File: src/rtl/key_conditioner.sv
// Pushbutton conditioner: 2-flop sync, counter debounce FSM and press/release pulses per key,
// plus a maskable per-key toggle latch.
module key_conditioner #(
  parameter int NUM_KEYS        = 4,
  parameter int DEBOUNCE_CYCLES = 1000000,
  parameter int CNT_W           = 20
) (
  input  logic                clk,
  input  logic                reset,
  input  logic [NUM_KEYS-1:0] key_n,
  input  logic [NUM_KEYS-1:0] toggle_en,
  input  logic [NUM_KEYS-1:0] toggle_clr,
  output logic [NUM_KEYS-1:0] key_level,
  output logic [NUM_KEYS-1:0] key_press,
  output logic [NUM_KEYS-1:0] key_release,
  output logic [NUM_KEYS-1:0] key_toggle
);

  typedef enum logic [1:0] {
    ST_UP,
    ST_DOWN_WAIT,
    ST_DOWN,
    ST_UP_WAIT
  } state_e;

  localparam logic [CNT_W-1:0] CNT_LAST = CNT_W'(DEBOUNCE_CYCLES - 1);

  logic [NUM_KEYS-1:0] s1_q, s2_q;
  state_e              state_q [NUM_KEYS];
  state_e              state_d [NUM_KEYS];
  logic [CNT_W-1:0]    cnt_q   [NUM_KEYS];
  logic [CNT_W-1:0]    cnt_d   [NUM_KEYS];
  logic [NUM_KEYS-1:0] level_q, level_d;
  logic [NUM_KEYS-1:0] press_q, press_d;
  logic [NUM_KEYS-1:0] release_q, release_d;
  logic [NUM_KEYS-1:0] toggle_q, toggle_d;

  always_comb begin
    for (int unsigned i = 0; i < NUM_KEYS; i++) begin
      state_d[i]   = state_q[i];
      cnt_d[i]     = cnt_q[i];
      press_d[i]   = 1'b0;
      release_d[i] = 1'b0;
      // s2 low means the synchronised key is held
      unique case (state_q[i])
        ST_UP: begin
          if (!s2_q[i]) begin
            state_d[i] = ST_DOWN_WAIT;
            cnt_d[i]   = CNT_W'(1);
          end
        end
        ST_DOWN_WAIT: begin
          if (s2_q[i]) begin
            state_d[i] = ST_UP;
            cnt_d[i]   = '0;
          end else if (cnt_q[i] == CNT_LAST) begin
            state_d[i] = ST_DOWN;
            press_d[i] = 1'b1;
          end else begin
            cnt_d[i] = cnt_q[i] + CNT_W'(1);
          end
        end
        ST_DOWN: begin
          if (s2_q[i]) begin
            state_d[i] = ST_UP_WAIT;
            cnt_d[i]   = CNT_W'(1);
          end
        end
        ST_UP_WAIT: begin
          if (!s2_q[i]) begin
            state_d[i] = ST_DOWN;
            cnt_d[i]   = '0;
          end else if (cnt_q[i] == CNT_LAST) begin
            state_d[i]   = ST_UP;
            release_d[i] = 1'b1;
          end else begin
            cnt_d[i] = cnt_q[i] + CNT_W'(1);
          end
        end
        default: begin
          state_d[i] = ST_UP;
          cnt_d[i]   = '0;
        end
      endcase

      level_d[i] = (state_d[i] == ST_DOWN) || (state_d[i] == ST_UP_WAIT);

      // Clear has priority; enable is looked at only while the press pulse is up
      if (toggle_clr[i]) begin
        toggle_d[i] = 1'b0;
      end else if (press_q[i] && toggle_en[i]) begin
        toggle_d[i] = ~toggle_q[i];
      end else begin
        toggle_d[i] = toggle_q[i];
      end
    end
  end

  always_ff @(posedge clk or posedge reset) begin
    if (reset) begin
      s1_q      <= '1;
      s2_q      <= '1;
      level_q   <= '0;
      press_q   <= '0;
      release_q <= '0;
      toggle_q  <= '0;
      for (int unsigned i = 0; i < NUM_KEYS; i++) begin
        state_q[i] <= ST_UP;
        cnt_q[i]   <= '0;
      end
    end else begin
      s1_q      <= key_n;
      s2_q      <= s1_q;
      level_q   <= level_d;
      press_q   <= press_d;
      release_q <= release_d;
      toggle_q  <= toggle_d;
      for (int unsigned i = 0; i < NUM_KEYS; i++) begin
        state_q[i] <= state_d[i];
        cnt_q[i]   <= cnt_d[i];
      end
    end
  end

  assign key_level   = level_q;
  assign key_press   = press_q;
  assign key_release = release_q;
  assign key_toggle  = toggle_q;

endmodule

File: config.mk
export PLATFORM = sky130hd
export DESIGN_NAME = key_conditioner
export DESIGN_NICKNAME = d
export VERILOG_FILES = /design/src/rtl/key_conditioner.sv
export SDC_FILE = /design/constraint.sdc
export NUM_CORES = 1
export LEC_CHECK = 0
export ABC_AREA = 1
export CAP_MARGIN = 10
export CORE_MARGIN = 5
export CORE_UTILIZATION = 60
export CTS_CLUSTER_SIZE = 14
export DETAILED_ROUTE_END_ITERATION = 16
export PLACE_DENSITY_LB_ADDON = 0.3
export SKIP_CTS_REPAIR_TIMING = 1
export SLEW_MARGIN = 0
export SYNTH_ARGS = -nofsm -noshare
export SYNTH_HDL_FRONTEND = slang
export SYNTH_SLANG_ARGS = --single-unit
File: constraint.sdc
create_clock -name clk -period 4.3 [get_ports clk]
set_input_delay 0.86 -clock clk [delete_from_list [all_inputs] [get_ports clk]]
set_output_delay 0.86 -clock clk [all_outputs]
set_load 0.03 [all_outputs]
Word-level counts from Yosys, hierarchy flattened

Cells that the tools add are included.

Flip-flop bits (word level): 112
Output and inout bits: 16
Word-level logic and storage cells: 157

Add/subtract/negate cells: 4
Eq/ne operators: 32
Muxes and demuxes: 80
Bitwise logic cells: 4
Reductions and logical operators: 20

Operators by type and width:

| kind                  | count |
|---|---|
| $mux 20               | 20 |
| $pmux 20 s4           | 4 |
| $add 20x1->20 const B | 4 |
| $eq 20x20->1 const B  | 4 |
| $mux 2                | 24 |
| $eq 2x2->1 const B    | 16 |
| $pmux 2 s4            | 4 |
| $mux 1                | 28 |
| $ne 2x2->1 const B    | 8 |
| $eq 2x1->1 const B    | 4 |
| $logic_not 2->1       | 4 |
| $reduce_and 2->1      | 4 |
| $reduce_bool 2->1     | 4 |
| $logic_and 1x1->1     | 4 |
| $logic_or 1x1->1      | 4 |
| $not 1->1             | 4 |

Depth between registers and ports, before layout

Depth in word-level cells: 6
Gate-level depth with buffers: 10
Mapped depth without buffers: 10

Worst setup path before layout

OpenSTA, ideal clock, no wires.

Path kind: flip-flop to flip-flop
From: reg cnt_q[20] (netlist bit)
To: reg level_q[2], in the netlist key_level[2]
Library setup time: 120 ps
Arrival time: 1,362 ps
Slack: 2,817 ps
Stages on the path, launching flop included: 9
Buffers on the path: 0
Clock period less this slack: 1,483 ps
Cell sequence: dfrtp_1 ha_1 nand3_2 nor2_4 nand3_2 nor2_2 nand2_1 o21ai_1 inv_1

Cells in the longest elaborated chain, start to end: 6
Elaborated cells between the ends (all ways): 9

Ends and longest elaborated chain:

| element                           | line   | text |
|---|---|---|
| from (decl)                       | 31     | `logic [CNT_W-1:0] cnt_q [NUM_KEYS];` |
| from (signal, indexed assignment) | 120    | `cnt_q[i] <= cnt_d[i];` |
| $eq 20x20->1 (*)                  | 56, 73 |  |
| $mux 2, on equally long branches  | 73, 56 |  |
| $mux 2, on equally long branches  | 70, 53 |  |
| $pmux 2 s4 (*)                    | 45     | `unique case (state_q[i])` |
| $eq 2x2->1                        | 86     | `level_d[i] = (state_d[i] == ST_DOWN) \|\| (state_d[i] == ST_UP_WAIT);` |
| $logic_or 1x1->1 (*)              | 86     |  |
| via level_d[2]                    | 33     | `logic [NUM_KEYS-1:0] level_q, level_d;` |
| to (signal assigned)              | 114    | `level_q <= level_d;` |
| to (decl)                         | 33     |  |

The timed path passes the listed nets; every way through them passes the cells marked *.
A chain may end at the register's enable or synchronous reset.

Worst setup path after layout

From: reg toggle_q[1], in the netlist key_toggle[1]
To: out key_toggle[1]

RTL lines:

| element                | line | text |
|---|---|---|
| from (decl)            | 36   | `logic [NUM_KEYS-1:0] toggle_q, toggle_d;` |
| from (signal assigned) | 117  | `toggle_q <= toggle_d;` |
| to (decl)              | 16   | `output logic [NUM_KEYS-1:0] key_toggle` |

No word-level cell between the ends.

==> results.toml <==
[status]
status = "finished, final reports clean"

[global_routing]
grt-ovfl-total = 0
track_usage_pct = 22.5
grt_pass1_vias = 5914
grt_pass1_wl_um = 26700
grt_max_degree = 70
antenna_found_initial = 0

[synth]
yosys-top-cells-area = "dfrtp_1, nand2_1, nand3_1"
yosysWarnings = 0
synth_top_area_cell = "dfrtp_1"
synth_area_per_cell_um2 = 7.03
synth_top_area_share_pct = 36.8
syn_inst = 1005
syn-cell-area_um2 = 7060
ys_ff_latch = 112
synth.distinct_cells = 40
synth-seq-area-share_pct = 39.8
syn-num-nets = 1023

[clock_network]
worstSkewPairLatency_ns = 0.35
clk_path_buf_depth = 2
tritoncts = "built"
cts_max_level = 3
cts_sinks = 112
cts_made_buffers = 9
cts_root_buf = "clkbuf_16"
path_clk_slew_ns = 0.07

[detailed_routing]
wl_per_cell_um = 12.7
dr.first_iter.drc_count = 477
detail-route-antenna-nets = 0
vias = 6337
vias_per_cell = 5.33
drc = 0
routed_wl_um = 15100
firstDrtPassIters = 5

[die]
core_um2 = 11500
num_rows = 39
start_util_pct = 61.6
die_h_um = 119
dieArea_um2 = 14000
io_pins = 30
die_w_um = 119

[critical_path]
critPathKind = "flop to primary output"
required_ns = 3.44
cp.arrival_ns = 1.41
cp_slowest_cell = "clkdlybuf4s50_1"
crit_buf_inv = 1
max_stage_delay_ns = 0.68
cp-start-kind = "flop"
cpLargestDelayFamily = "buffers and inverters"
crit_chain = "clkdlybuf4s50_1"
cp_max_fo = 3
endpoint_kind = "primary output"

[sta]
slew_headroom_pct = 63.7
fmax_mhz = 440
holdWs_ns = 0.356
drv_slew = 0
fin_setup_tns_ns = 0
worstMarginPinSlew_ns = 0.545
finalHoldViolCount = 0
post-route-period-util_pct = 52.9
finClkSkew_ns = 0.00754
period_minus_slack_ns = 2.27
fin_ws_ns = 2.03
finalSetupViolCount = 0
rsz0062_at_grt = "false"

[place]
portBuffers = 29
routabilityCongestion = 0.959
placed_cells = 1173
dp_hpwl_um = 11500
placed_area_um2 = 7510
place_ws_ns = 2.18

[layout]
mostFrequentLayoutCells = "nand2_1, nor2_1, nand3_1, inv_1, dfrtp_1"
layoutNonFillerInstCount = 1189
drive_above_1_share_pct = 11.5
area_growth_pct = 11.4
stdcell_area_um2 = 7870
layout_commonest_cell = "nand2_1"
nets = 1059
diodes = 0

[worst_hold_path]
hp-class = "flop to flop"

[pwr]
power.density_nw_per_um2 = 279
vdd_ir_drop_max_v = 0.000475
p_leak_uw = 0.00370

[flow_run]
max_cap_violations = 0
## cells by family (layout without fill, tap and decap cells)
group           Yosys count  in the layout  synth area share [%]
compound gates           41             41                  3.26
xor+xnor                 19             19                  2.36
flops                   112            112                  39.8
fa+ha+maj                 4              4                 0.708
buf+inv                 136            177                  7.85
simple gates            693            693                  46.0
## through the flow
| stage | utilization, % | power [µW] |
|---|---|---|
| global route | 68.6 | 2290 |
| global placement | 65.5 | 1250 |
| finish | 68.6 | 2200 |
| floorplan | - | 1210 |
| detailed placement | 65.5 | 1260 |
| CTS | 68.6 | 2220 |
## worst paths after layout
check | start | endpoint | slack, ns | cells past startpoint
hold / removal | s1_q[2]$_DFF_PP1_ | s2_q[2]$_DFF_PP1_ | 0.36 | 0
setup reg to reg | s2_q[1]$_DFF_PP1_ | cnt_q[52]$_DFFE_PP0P_ | 2.47 | 8
max in group asynchronous | reset | s2_q[0]$_DFF_PP1_ | 2.62 | 3
setup / recovery | key_toggle[1]$_DFFE_PP0P_ | key_toggle[1] | 2.03 | 1
hold reg to reg | s1_q[2]$_DFF_PP1_ | s2_q[2]$_DFF_PP1_ | 0.36 | 0
min in group asynchronous | reset | cnt_q[1]$_DFFE_PP0P_ | 0.91 | 2
## metal layers
layer | track usage [%] | up-vias | share of wire (%)
met1 | 29.8 | 2914 | 45
met4 | 5.74 | 0 | 1.1
met5 | 0 | - | 0
met2 | 37.4 | 156 | 49
li1 | - | 3254 | -
met3 | 5.35 | 13 | 5.0
## area by class of cell
type                    instances  area [µm²]
clock inverters                 7         128
multi-input cells             757        3700
clock buffers                   9         225
fillers                       963        3600
repair buffers                 30         310
flip-flops and latches        112        2810
inverters                     131         514
well taps                     143         179
## state kept, by name (all words and copies together) (netlist names)
signal	count
key_release	4
s2_q	4
key_toggle	4
cnt_q	80
s1_q	4
state_q	8
key_press	4
key_level	4
## cells in the mapped netlist, drive strengths merged
library cell / instances
nand2: 311
nor2: 193
nand3: 136
inv: 130
dfrtp: 104
nand4: 31
o21ai: 23
xor2: 14
a21oi: 11
nor3: 10
dfstp: 8
buf: 5
nor3b: 5
o21bai: 5
xnor2: 5
ha: 4
or2: 3
nand3b: 2
a21o: 1
and2: 1
and3: 1
clkinv: 1
o21a: 1
## power by group
group | switching, µW | leakage, µW | internal [µW]
clock network | 386 | 0.000172 | 576
registers | 26.5 | 0.00152 | 1070
logic | 93.1 | 0.00202 | 41.8
Power figures use the tool's default switching activity.
